$ cat src/rtl/wb_pkg.sv
// Shared Wishbone arbiter types and bus width defaults.
// Imported by wb_rr_pick and wb_arbiter.
package wb_pkg;

   localparam int WB_DW = 32;
   localparam int WB_AW = 32;

   typedef enum logic {
      ARB_IDLE = 1'b0,
      ARB_BUSY = 1'b1
   } arb_state_t;

endpackage

$ cat src/rtl/wb_rr_pick.sv
// Combinational round-robin picker: scans last+1, last+2, ... modulo NM
// and returns the first requester as one-hot, index and valid.
module wb_rr_pick #(
   parameter int NM = 3,
   parameter int LW = 2
) (
   input  logic [NM-1:0] req,
   input  logic [LW-1:0] last,
   output logic [NM-1:0] win_oh,
   output logic [LW-1:0] win_idx,
   output logic          valid
);

   // first requester after the previous winner wins
   always_comb begin
      win_oh  = '0;
      win_idx = '0;
      valid   = 1'b0;
      for (int i = 1; i <= NM; i++) begin
         if (!valid && req[(int'(last) + i) % NM]) begin
            valid = 1'b1;
            win_idx = LW'((int'(last) + i) % NM);
            win_oh[(int'(last) + i) % NM] = 1'b1;
         end
      end
   end

endmodule

$ cat src/rtl/wb_arbiter.sv
// Round-robin Wishbone arbiter sharing one master port among NM masters.
// Optional bus timeout compiled in with `define WB_ARB_TIMEOUT_EN.
module wb_arbiter
   import wb_pkg::*;
#(
   parameter int DW        = WB_DW,
   parameter int AW        = WB_AW,
   parameter int NM        = 3,
   parameter int TO_CYCLES = 255
) (
   input  logic                 i_clk,
   input  logic                 i_rst_n,
   input  logic [NM-1:0]        i_wbm_cyc,
   input  logic [NM-1:0]        i_wbm_stb,
   input  logic [NM-1:0]        i_wbm_we,
   input  logic [NM*AW-1:0]     i_wbm_adr,
   input  logic [NM*DW-1:0]     i_wbm_dat,
   input  logic [NM*DW/8-1:0]   i_wbm_sel,
   output logic [DW-1:0]        o_wbm_dat,
   output logic [NM-1:0]        o_wbm_ack,
   output logic [NM-1:0]        o_wbm_err,
   output logic                 o_wbs_cyc,
   output logic                 o_wbs_stb,
   output logic                 o_wbs_we,
   output logic [AW-1:0]        o_wbs_adr,
   output logic [DW-1:0]        o_wbs_dat,
   output logic [DW/8-1:0]      o_wbs_sel,
   input  logic [DW-1:0]        i_wbs_dat,
   input  logic                 i_wbs_ack,
   output logic [NM-1:0]        o_grant
);

   localparam int LW = (NM > 1) ? $clog2(NM) : 1;
   localparam int SW = DW / 8;

   arb_state_t    state, state_nx;
   logic [NM-1:0] grant, grant_nx;
   logic [LW-1:0] last, last_nx;
   logic [NM-1:0] req;
   logic [NM-1:0] pick_oh;
   logic [LW-1:0] pick_idx;
   logic          pick_vld;
   logic          cyc_g, stb_g, we_g;
   logic [AW-1:0] adr_g;
   logic [DW-1:0] dat_g;
   logic [SW-1:0] sel_g;
   logic          stb_raw;
   logic          to_hit;

`ifdef WB_ARB_TIMEOUT_EN
   localparam int CW = $clog2(TO_CYCLES + 1);
   logic [CW-1:0] cnt, cnt_nx;
   logic [NM-1:0] blocked, blocked_nx;

   assign req       = i_wbm_cyc & ~blocked;
   assign to_hit    = (state == ARB_BUSY) && stb_raw && !i_wbs_ack
                      && (cnt == CW'(TO_CYCLES - 1));
   assign o_wbm_err = to_hit ? grant : '0;
`else
   assign req       = i_wbm_cyc;
   assign to_hit    = 1'b0;
   assign o_wbm_err = '0;
`endif

   wb_rr_pick #(
      .NM(NM),
      .LW(LW)
   ) u_pick (
      .req    (req),
      .last   (last),
      .win_oh (pick_oh),
      .win_idx(pick_idx),
      .valid  (pick_vld)
   );

   // arbitration state registers
   always_ff @(posedge i_clk or negedge i_rst_n) begin
      if (!i_rst_n) begin
         state <= ARB_IDLE;
         grant <= '0;
         last  <= LW'(NM - 1);
`ifdef WB_ARB_TIMEOUT_EN
         cnt     <= '0;
         blocked <= '0;
`endif
      end else begin
         state <= state_nx;
         grant <= grant_nx;
         last  <= last_nx;
`ifdef WB_ARB_TIMEOUT_EN
         cnt     <= cnt_nx;
         blocked <= blocked_nx;
`endif
      end
   end

   // next-state: grant on request in IDLE, release on CYC drop or timeout
   always_comb begin
      state_nx = state;
      grant_nx = grant;
      last_nx  = last;
`ifdef WB_ARB_TIMEOUT_EN
      cnt_nx     = cnt;
      blocked_nx = blocked & i_wbm_cyc;
`endif
      unique case (state)
         ARB_IDLE: begin
            if (pick_vld) begin
               state_nx = ARB_BUSY;
               grant_nx = pick_oh;
               last_nx  = pick_idx;
`ifdef WB_ARB_TIMEOUT_EN
               cnt_nx = '0;
`endif
            end
         end
         ARB_BUSY: begin
            if (to_hit) begin
               state_nx = ARB_IDLE;
               grant_nx = '0;
`ifdef WB_ARB_TIMEOUT_EN
               cnt_nx     = '0;
               blocked_nx = blocked_nx | grant;
`endif
            end else if (!cyc_g) begin
               state_nx = ARB_IDLE;
               grant_nx = '0;
            end
`ifdef WB_ARB_TIMEOUT_EN
            else if (i_wbs_ack) begin
               cnt_nx = '0;
            end else if (stb_raw) begin
               cnt_nx = cnt + 1'b1;
            end
`endif
         end
         default: begin
            state_nx = ARB_IDLE;
            grant_nx = '0;
         end
      endcase
   end

   // request mux from the granted master; zero when nobody holds the grant
   always_comb begin
      cyc_g = 1'b0;
      stb_g = 1'b0;
      we_g  = 1'b0;
      adr_g = '0;
      dat_g = '0;
      sel_g = '0;
      for (int m = 0; m < NM; m++) begin
         if (grant[m] && state == ARB_BUSY) begin
            cyc_g = cyc_g | i_wbm_cyc[m];
            stb_g = stb_g | i_wbm_stb[m];
            we_g  = we_g  | i_wbm_we[m];
            adr_g = adr_g | i_wbm_adr[m*AW +: AW];
            dat_g = dat_g | i_wbm_dat[m*DW +: DW];
            sel_g = sel_g | i_wbm_sel[m*SW +: SW];
         end
      end
   end

   assign stb_raw   = stb_g & cyc_g;
   assign o_wbs_cyc = cyc_g;
   assign o_wbs_stb = stb_raw & ~to_hit;
   assign o_wbs_we  = we_g;
   assign o_wbs_adr = adr_g;
   assign o_wbs_dat = dat_g;
   assign o_wbs_sel = sel_g;
   assign o_wbm_ack = grant & {NM{i_wbs_ack & o_wbs_stb}};
   assign o_wbm_dat = i_wbs_dat;
   assign o_grant   = grant;

endmodule

$ cat config.mk
export PLATFORM = sky130hd
export DESIGN_NAME = wb_arbiter
export DESIGN_NICKNAME = d
export VERILOG_FILES = /design/src/rtl/wb_pkg.sv /design/src/rtl/wb_rr_pick.sv /design/src/rtl/wb_arbiter.sv
export SDC_FILE = /design/constraint.sdc
export NUM_CORES = 1
export LEC_CHECK = 0
export CELL_PAD_IN_SITES_DETAIL_PLACEMENT = 1
export CELL_PAD_IN_SITES_GLOBAL_PLACEMENT = 1
export CORE_AREA = 3 3 137 139
export DETAILED_ROUTE_END_ITERATION = 10
export DIE_AREA = 0 0 140 142
export GPL_TIMING_DRIVEN = 0
export PLACE_DENSITY = 0.84
export SLEW_MARGIN = 15
export SYNTH_ARGS = -nofsm -noshare
export SYNTH_HDL_FRONTEND = slang
export SYNTH_SLANG_ARGS = --single-unit
$ cat constraint.sdc
create_clock -name i_clk -period 5.5 [get_ports i_clk]
set_clock_uncertainty 0.05 [all_clocks]
set_input_delay 1.375 -clock i_clk [delete_from_list [all_inputs] [get_ports i_clk]]
set_output_delay 1.375 -clock i_clk [all_outputs]
set_load 0.02 [all_outputs]
==> impl_metrics.ini, run 1 <==
[routing]
drt_wl_total_um = 16600
drtAntennaViolNets = 0
firstDrtPassIters = 4
drtIter0Drc = 108
avgRoutedWirePerCell_um = 18.6
drc_errors = 0
vias = 3716
viasPerCell = 4.16

[pwr]
vdd_drop_max_uv = 281
power.density_nw_per_um2 = 296
switching_share = 0.497
switchingPower_w = 0.000823
pwr-share-clk = 0.074
power_frac_comb = 0.872
pwr-share-seq = 0.054
leakage_nw = 2.33
p_int_w = 0.000834

[global_route]
grt_max_degree = 11
track_usage = 0.150
grt_pass1_vias = 3944
grt_antenna_before_repair = 0
grt_overflow = 0
grt_pass1_wl_um = 23300

[timing]
min_period_ns = 4.93
setup_tns_ns = 0
max_freq_mhz = 203
grt_setup_unrepaired = no
final-max-slew-violation-count = 0
setup_violations = 0
tightest_slew_ns = 0.991
hold_viol = 0
relSlewSlack = 0.340
finalCritPeriodShare = 0.897

[worst_setup_path]
required_ns = 4.07
end_kind = output port
slowest_delay_ns = 0.61
endpoint = o_wbm_ack[0]
critPathLaunch = i_wbm_cyc[1]
worstReg2RegStart = last[0]
rr_endpoint = last[0]
crit_type = input port to output port
ff2ff_setup_slack_ns = 3.15
worstPathMaxFanout = 6
crit_top_cell = clkdlybuf4s50_1
startpoint_type = input port
worst_r2r_path_depth = 7
critPathArrivalTime_ns = 3.51
crit_path_cell_trace = clkdlybuf4s50_1 -> a222oi_1 -> nand2b_1 -> nor3b_1 -> and2_1 -> clkdlybuf4s50_1
slowest_stage = clkdlybuf4s50_1

[synthesis]
synth-warning-count = 0
netlist_top_cells_area = nand2_1, a22oi_1, buf_4
seq_area_frac_synth = 0.0764
synth-edff-count = 0
syn_area_per_cell_um2 = 5.92
synth.most_common_cell = nand2_1
synth.top_cell.area_share = 0.271
ys_ff_latch = 6
synth_ff_type = dfrtp_1
netlist-cell-type-count = 35
synth.largest_area_cell = nand2_1
syn_inst = 335
async_flop_share = 1.00
syn-cell-area_um2 = 1980
synth_common_cells = nand2_1, a22oi_1, buf_4

[hold_path]
hold_class = flop to flop

[status]
status = completed

[die]
num_rows = 49
core-area_um2 = 17800
dieArea_um2 = 19900
pin_count = 360
die_h_um = 142
die_width_um = 140
initial_core_util = 0.111

[final_layout]
num_antenna_cells = 0
area_delta_synth_final_pct = 182
final_util = 0.315
layout-drive-gt1-share = 0.0722
finalNetCount = 918

[clock_network]
clock_path_buffers = 2
post_cts_resized = 0
clock_latency_ns = 0.23
post_cts_buffers = 0
clkSlewWorstSetupHoldPaths_ns = 0.03
clock_sinks = 6
cts_root_buf = clkbuf_16
hold_buffers = 0
cts_tree = yes
cts_buffers = 3
htreeDepth = 1

[place]
port_buffers = 324
gp_congestion = 0.852
hpwl_um = 14400

[run]
cap_viol_max_count = 0
-- registers in the layout (all words and copies together), names as in the netlist --
signal	flops
o_grant	3
state	1
last	2
-- critical path, delay by kind of cell --
kind            cells  cell delay (ns)
buf+inv             2             1.21
compound gates      1             0.15
simple gates        3             0.77
-- power by group through the flow --
stage	sequential, W	clock (W)	combinational [W]
2_1_floorplan	0.0000897	0	0.000721
3_3_place_gp	0.0000894	0	0.00144
3_5_place_dp	0.0000904	0	0.00146
4_1_cts	0.0000905	0.000125	0.00147
5_1_grt	0.0000933	0.000128	0.00155
6_report	0.0000898	0.000122	0.00145
-- per-stage QoR --
step | setup slack (ns) | hold WS (ns) | power [W] | area, um2 | instances
final | 0.567 | 0.485 | 0.00166 | 5600 | 894
after global placement | 0.626 | 0.470 | 0.00153 | 5520 | 890
after CTS | 0.555 | 0.490 | 0.00169 | 5600 | 894
after detailed placement | 0.559 | 0.486 | 0.00155 | 5520 | 890
after global routing | 0.420 | 0.516 | 0.00177 | 5600 | 894
after floorplan | 1.89 | 0.449 | 0.000810 | 1990 | 337
-- kinds of logic after synthesis --
logic type      synth area share
mux                       0.0202
buf+inv                    0.191
simple gates               0.350
compound gates             0.335
flops                     0.0764
fa+ha+maj                 0.0253
other cells              0.00189
-- worst min path at each step --
stage / start / cells after the start / to / slack (ns)
after CTS: last[1] / 2 / last[1] / 0.49
final: last[1] / 2 / last[1] / 0.49
after global routing: last[1] / 2 / last[1] / 0.52
after detailed placement: last[1] / 2 / last[1] / 0.49
after global placement: last[1] / 2 / last[1] / 0.47
after floorplan: last[0] / 2 / last[0] / 0.45
-- layer usage --
metal | part of all wire | vias to the layer above | global-route usage
li1 | - | 1785 | -
met1 | 0.43 | 1719 | 0.193
met2 | 0.50 | 208 | 0.274
met3 | 0.072 | 4 | 0.0289
met4 | 0.0022 | 0 | 0.0112
met5 | 0 | - | 0
-- layout make-up --
type                            instances  area, um2
Multi-Input combinational cell        266       1460
Sequential cell                         6        151
Buffer                                 59        357
Inverter                                6       22.5
Fill cell                            2180      12200
Tap cell                              229        287
Timing Repair Buffer                  324       3240
Clock buffer                            4       78.8
-- layout by cell type (no fill, tap or decap), types with 2 or more instances in the layout --
master             n
ha_1               4
clkbuf_16          3
nor2_1             5
conb_1             3
a222oi_1           2
clkbuf_1          21
dfrtp_1            5
a21oi_1            4
a22oi_1           69
mux2i_1            4
buf_2              3
nand2_1          143
buf_4             35
nor3b_1            2
o22ai_1            2
inv_1              6
nand3_1            3
clkdlybuf4s50_1  324
nand2b_1           3
and2_1             7
(Power assumes the default switching activity.)
==> inputs of run 2 (changes only) <==
--- a/config.mk
+++ b/config.mk
@@ -5,13 +5,14 @@
 export SDC_FILE = /design/constraint.sdc
 export NUM_CORES = 1
 export LEC_CHECK = 0
+export ABC_AREA = 1
 export CELL_PAD_IN_SITES_DETAIL_PLACEMENT = 1
 export CELL_PAD_IN_SITES_GLOBAL_PLACEMENT = 1
-export CORE_AREA = 3 3 137 139
+export CORE_AREA = 3 3 141 143
 export DETAILED_ROUTE_END_ITERATION = 10
-export DIE_AREA = 0 0 140 142
+export DIE_AREA = 0 0 144 146
 export GPL_TIMING_DRIVEN = 0
-export PLACE_DENSITY = 0.84
+export PLACE_DENSITY = 0.83
 export SLEW_MARGIN = 15
 export SYNTH_ARGS = -nofsm -noshare
 export SYNTH_HDL_FRONTEND = slang
==> constraint.sdc (replaced) <==
create_clock -name i_clk -period 6.4 [get_ports i_clk]
set_clock_uncertainty 0.05 [all_clocks]
set_input_delay 1.6 -clock i_clk [delete_from_list [all_inputs] [get_ports i_clk]]
set_output_delay 1.6 -clock i_clk [all_outputs]
set_load 0.02 [all_outputs]
==> run 2 against run 1 <==
Effect of this change: setup slack better by 0.71 ns; cell count grew 14%; wire length increased by 2.4%; power rose by 0.72%; critical path type unchanged; critical endpoint is now o_wbm_ack[2]; core utilization about the same; sequential share of layout area shrank 0.13 points; worst hold slack worse by 0.039 ns.
==> impl_metrics.ini, run 2 <==
[status]
status = completed

[synthesis]
synth_common_cells = nand2_1, nand3_1, buf_4
ys_ff_latch = 6
synth.largest_area_cell = nand3_1
synth-edff-count = 0
async_flop_share = 1.00
synth-warning-count = 0
netlist-cell-type-count = 27
synth.most_common_cell = nand2_1
syn_area_per_cell_um2 = 5.03
synth.top_cell.area_share = 0.342
seq_area_frac_synth = 0.0667
syn-cell-area_um2 = 2270
synth_ff_type = dfrtp_1
syn_inst = 451
netlist_top_cells_area = nand3_1, nand2_1, buf_4

[global_route]
track_usage = 0.149
grt_pass1_wl_um = 24900
grt_max_degree = 11
grt_pass1_vias = 4434
grt_overflow = 0
grt_antenna_before_repair = 0

[final_layout]
final_common_cell = clkdlybuf4s50_1
finalNetCount = 1034
layout-drive-gt1-share = 0.0858
fillers = 2399
layout.cells.non_filler = 1015
fin_area_um2 = 5890
multi_input_area_um2 = 1640
mostFrequentLayoutCells = clkdlybuf4s50_1, nand2_1, nand3_1, buf_4, clkbuf_1
area_delta_synth_final_pct = 160
seqCellArea_um2 = 151
largest_reg_flops = 3
num_antenna_cells = 0

[die]
die_width_um = 144
num_rows = 50
initial_core_util = 0.121
pin_count = 360
dieArea_um2 = 21000
core-area_um2 = 18700
die_h_um = 146

[pwr]
switchingPower_w = 0.000893
leakage_nw = 2.46
power_frac_comb = 0.896
power.total_w = 0.00167
power.density_nw_per_um2 = 283
p_int_w = 0.000777
pwr-share-seq = 0.042
switching_share = 0.535
pwr-share-clk = 0.062
vdd_drop_max_uv = 99.1

[worst_setup_path]
ff2ff_setup_slack_ns = 4.60
endpoint = o_wbm_ack[2]
required_ns = 4.75
end_kind = output port
worstPathMaxFanout = 4
crit_top_cell = clkdlybuf4s50_1
slowest_stage = clkdlybuf4s50_1
crit_path_cell_trace = clkdlybuf4s50_1 -> inv_1 -> o21ai_1 -> a21oi_1 -> inv_2 -> nand3_1 -> nor2_1 -> clkdlybuf4s50_1
rr_endpoint = o_grant[1]
critPathLaunch = i_wbm_cyc[1]
crit_type = input port to output port
slowest_delay_ns = 0.64
startpoint_type = input port
worstReg2RegStart = last[1]
worst_r2r_path_depth = 9
critPathArrivalTime_ns = 3.48

[place]
port_buffers = 324
hpwl_um = 14600
gp_congestion = 0.826
placed_cells = 1011
place_area_um2 = 5810

[hold_path]
hold_class = flop to flop
min_path_cells = 2

[timing]
final-max-slew-violation-count = 0
finalCritPeriodShare = 0.801
hold_viol = 0
hold-worst-slack_ns = 0.446
relSlewSlack = 0.419
max_freq_mhz = 195
tightest_slew_ns = 0.872
setup_violations = 0
setup_tns_ns = 0
min_period_ns = 5.13
grt_setup_unrepaired = no

[routing]
firstDrtPassIters = 4
vias = 4225
avgRoutedWirePerCell_um = 16.8
drt_wl_total_um = 17100
viasPerCell = 4.16
drtAntennaViolNets = 0
drtIter0Drc = 100
drc_errors = 0

[clock_network]
clock_path_buffers = 2
cts_root_buf = clkbuf_16
clock_latency_ns = 0.23
htreeDepth = 1
clock_sinks = 6
clkSlewWorstSetupHoldPaths_ns = 0.03
cts_buffers = 3
post_cts_buffers = 0
hold_buffers = 0
cts_tree = yes
post_cts_resized = 0

[run]
cap_viol_max_count = 0
run 2: critical path, delay by kind of cell:
kind / cells / cell delay [ns]
buffers and inverters: 4 / 1.39
AO/OA/AOI/OAI: 2 / 0.25
AND/OR/NAND/NOR: 2 / 0.23
run 2: worst min path at each step:
stage	end	startpoint	slack (ns)
2_1_floorplan	last[1]	last[1]	0.42
3_3_place_gp	last[1]	last[1]	0.44
3_5_place_dp	last[1]	last[1]	0.44
4_1_cts	last[1]	last[1]	0.45
5_1_grt	last[1]	last[1]	0.49
6_report	last[1]	last[1]	0.45
run 2: layer usage:
metal / global-route usage / vias up / wire length, um
li1: - / 2095 / -
met1: 0.169 / 1929 / 6560
met2: 0.291 / 189 / 9040
met3: 0.0296 / 12 / 1290
met4: 0.0141 / 0 / 164
met5: 0 / - / 0
run 2: cell families after synthesis:
group | synth area share
other cells | 0.00165
simple gates | 0.672
fa+ha+maj | 0.0221
compound gates | 0.0232
buf+inv | 0.214
flops | 0.0667
run 2: through the flow:
| step | setup slack (ns) | util |
|---|---|---|
| after floorplan | 2.37 | - |
| after global placement | 1.26 | 0.311 |
| after detailed placement | 1.26 | 0.311 |
| after CTS | 1.26 | 0.315 |
| after global routing | 1.09 | 0.315 |
| final | 1.27 | 0.315 |
run 2: power by group through the flow:
stage               registers, W  logic (W)  clock network, W
CTS                    0.0000701    0.00152          0.000107
floorplan              0.0000748   0.000795                 0
detailed placement     0.0000705    0.00151                 0
finish                 0.0000697    0.00150          0.000104
global placement       0.0000692    0.00150                 0
global route           0.0000723    0.00163          0.000110
run 2: layout make-up:
| cell class | instances | share of cell area |
|---|---|---|
| repair buffers | 324 | 0.551 |
| multi-input cells | 360 | 0.278 |
| plain buffers | 66 | 0.0682 |
| well taps | 234 | 0.0497 |
| flip-flops and latches | 6 | 0.0257 |
| inverters | 21 | 0.0142 |
| clock buffers | 4 | 0.0134 |
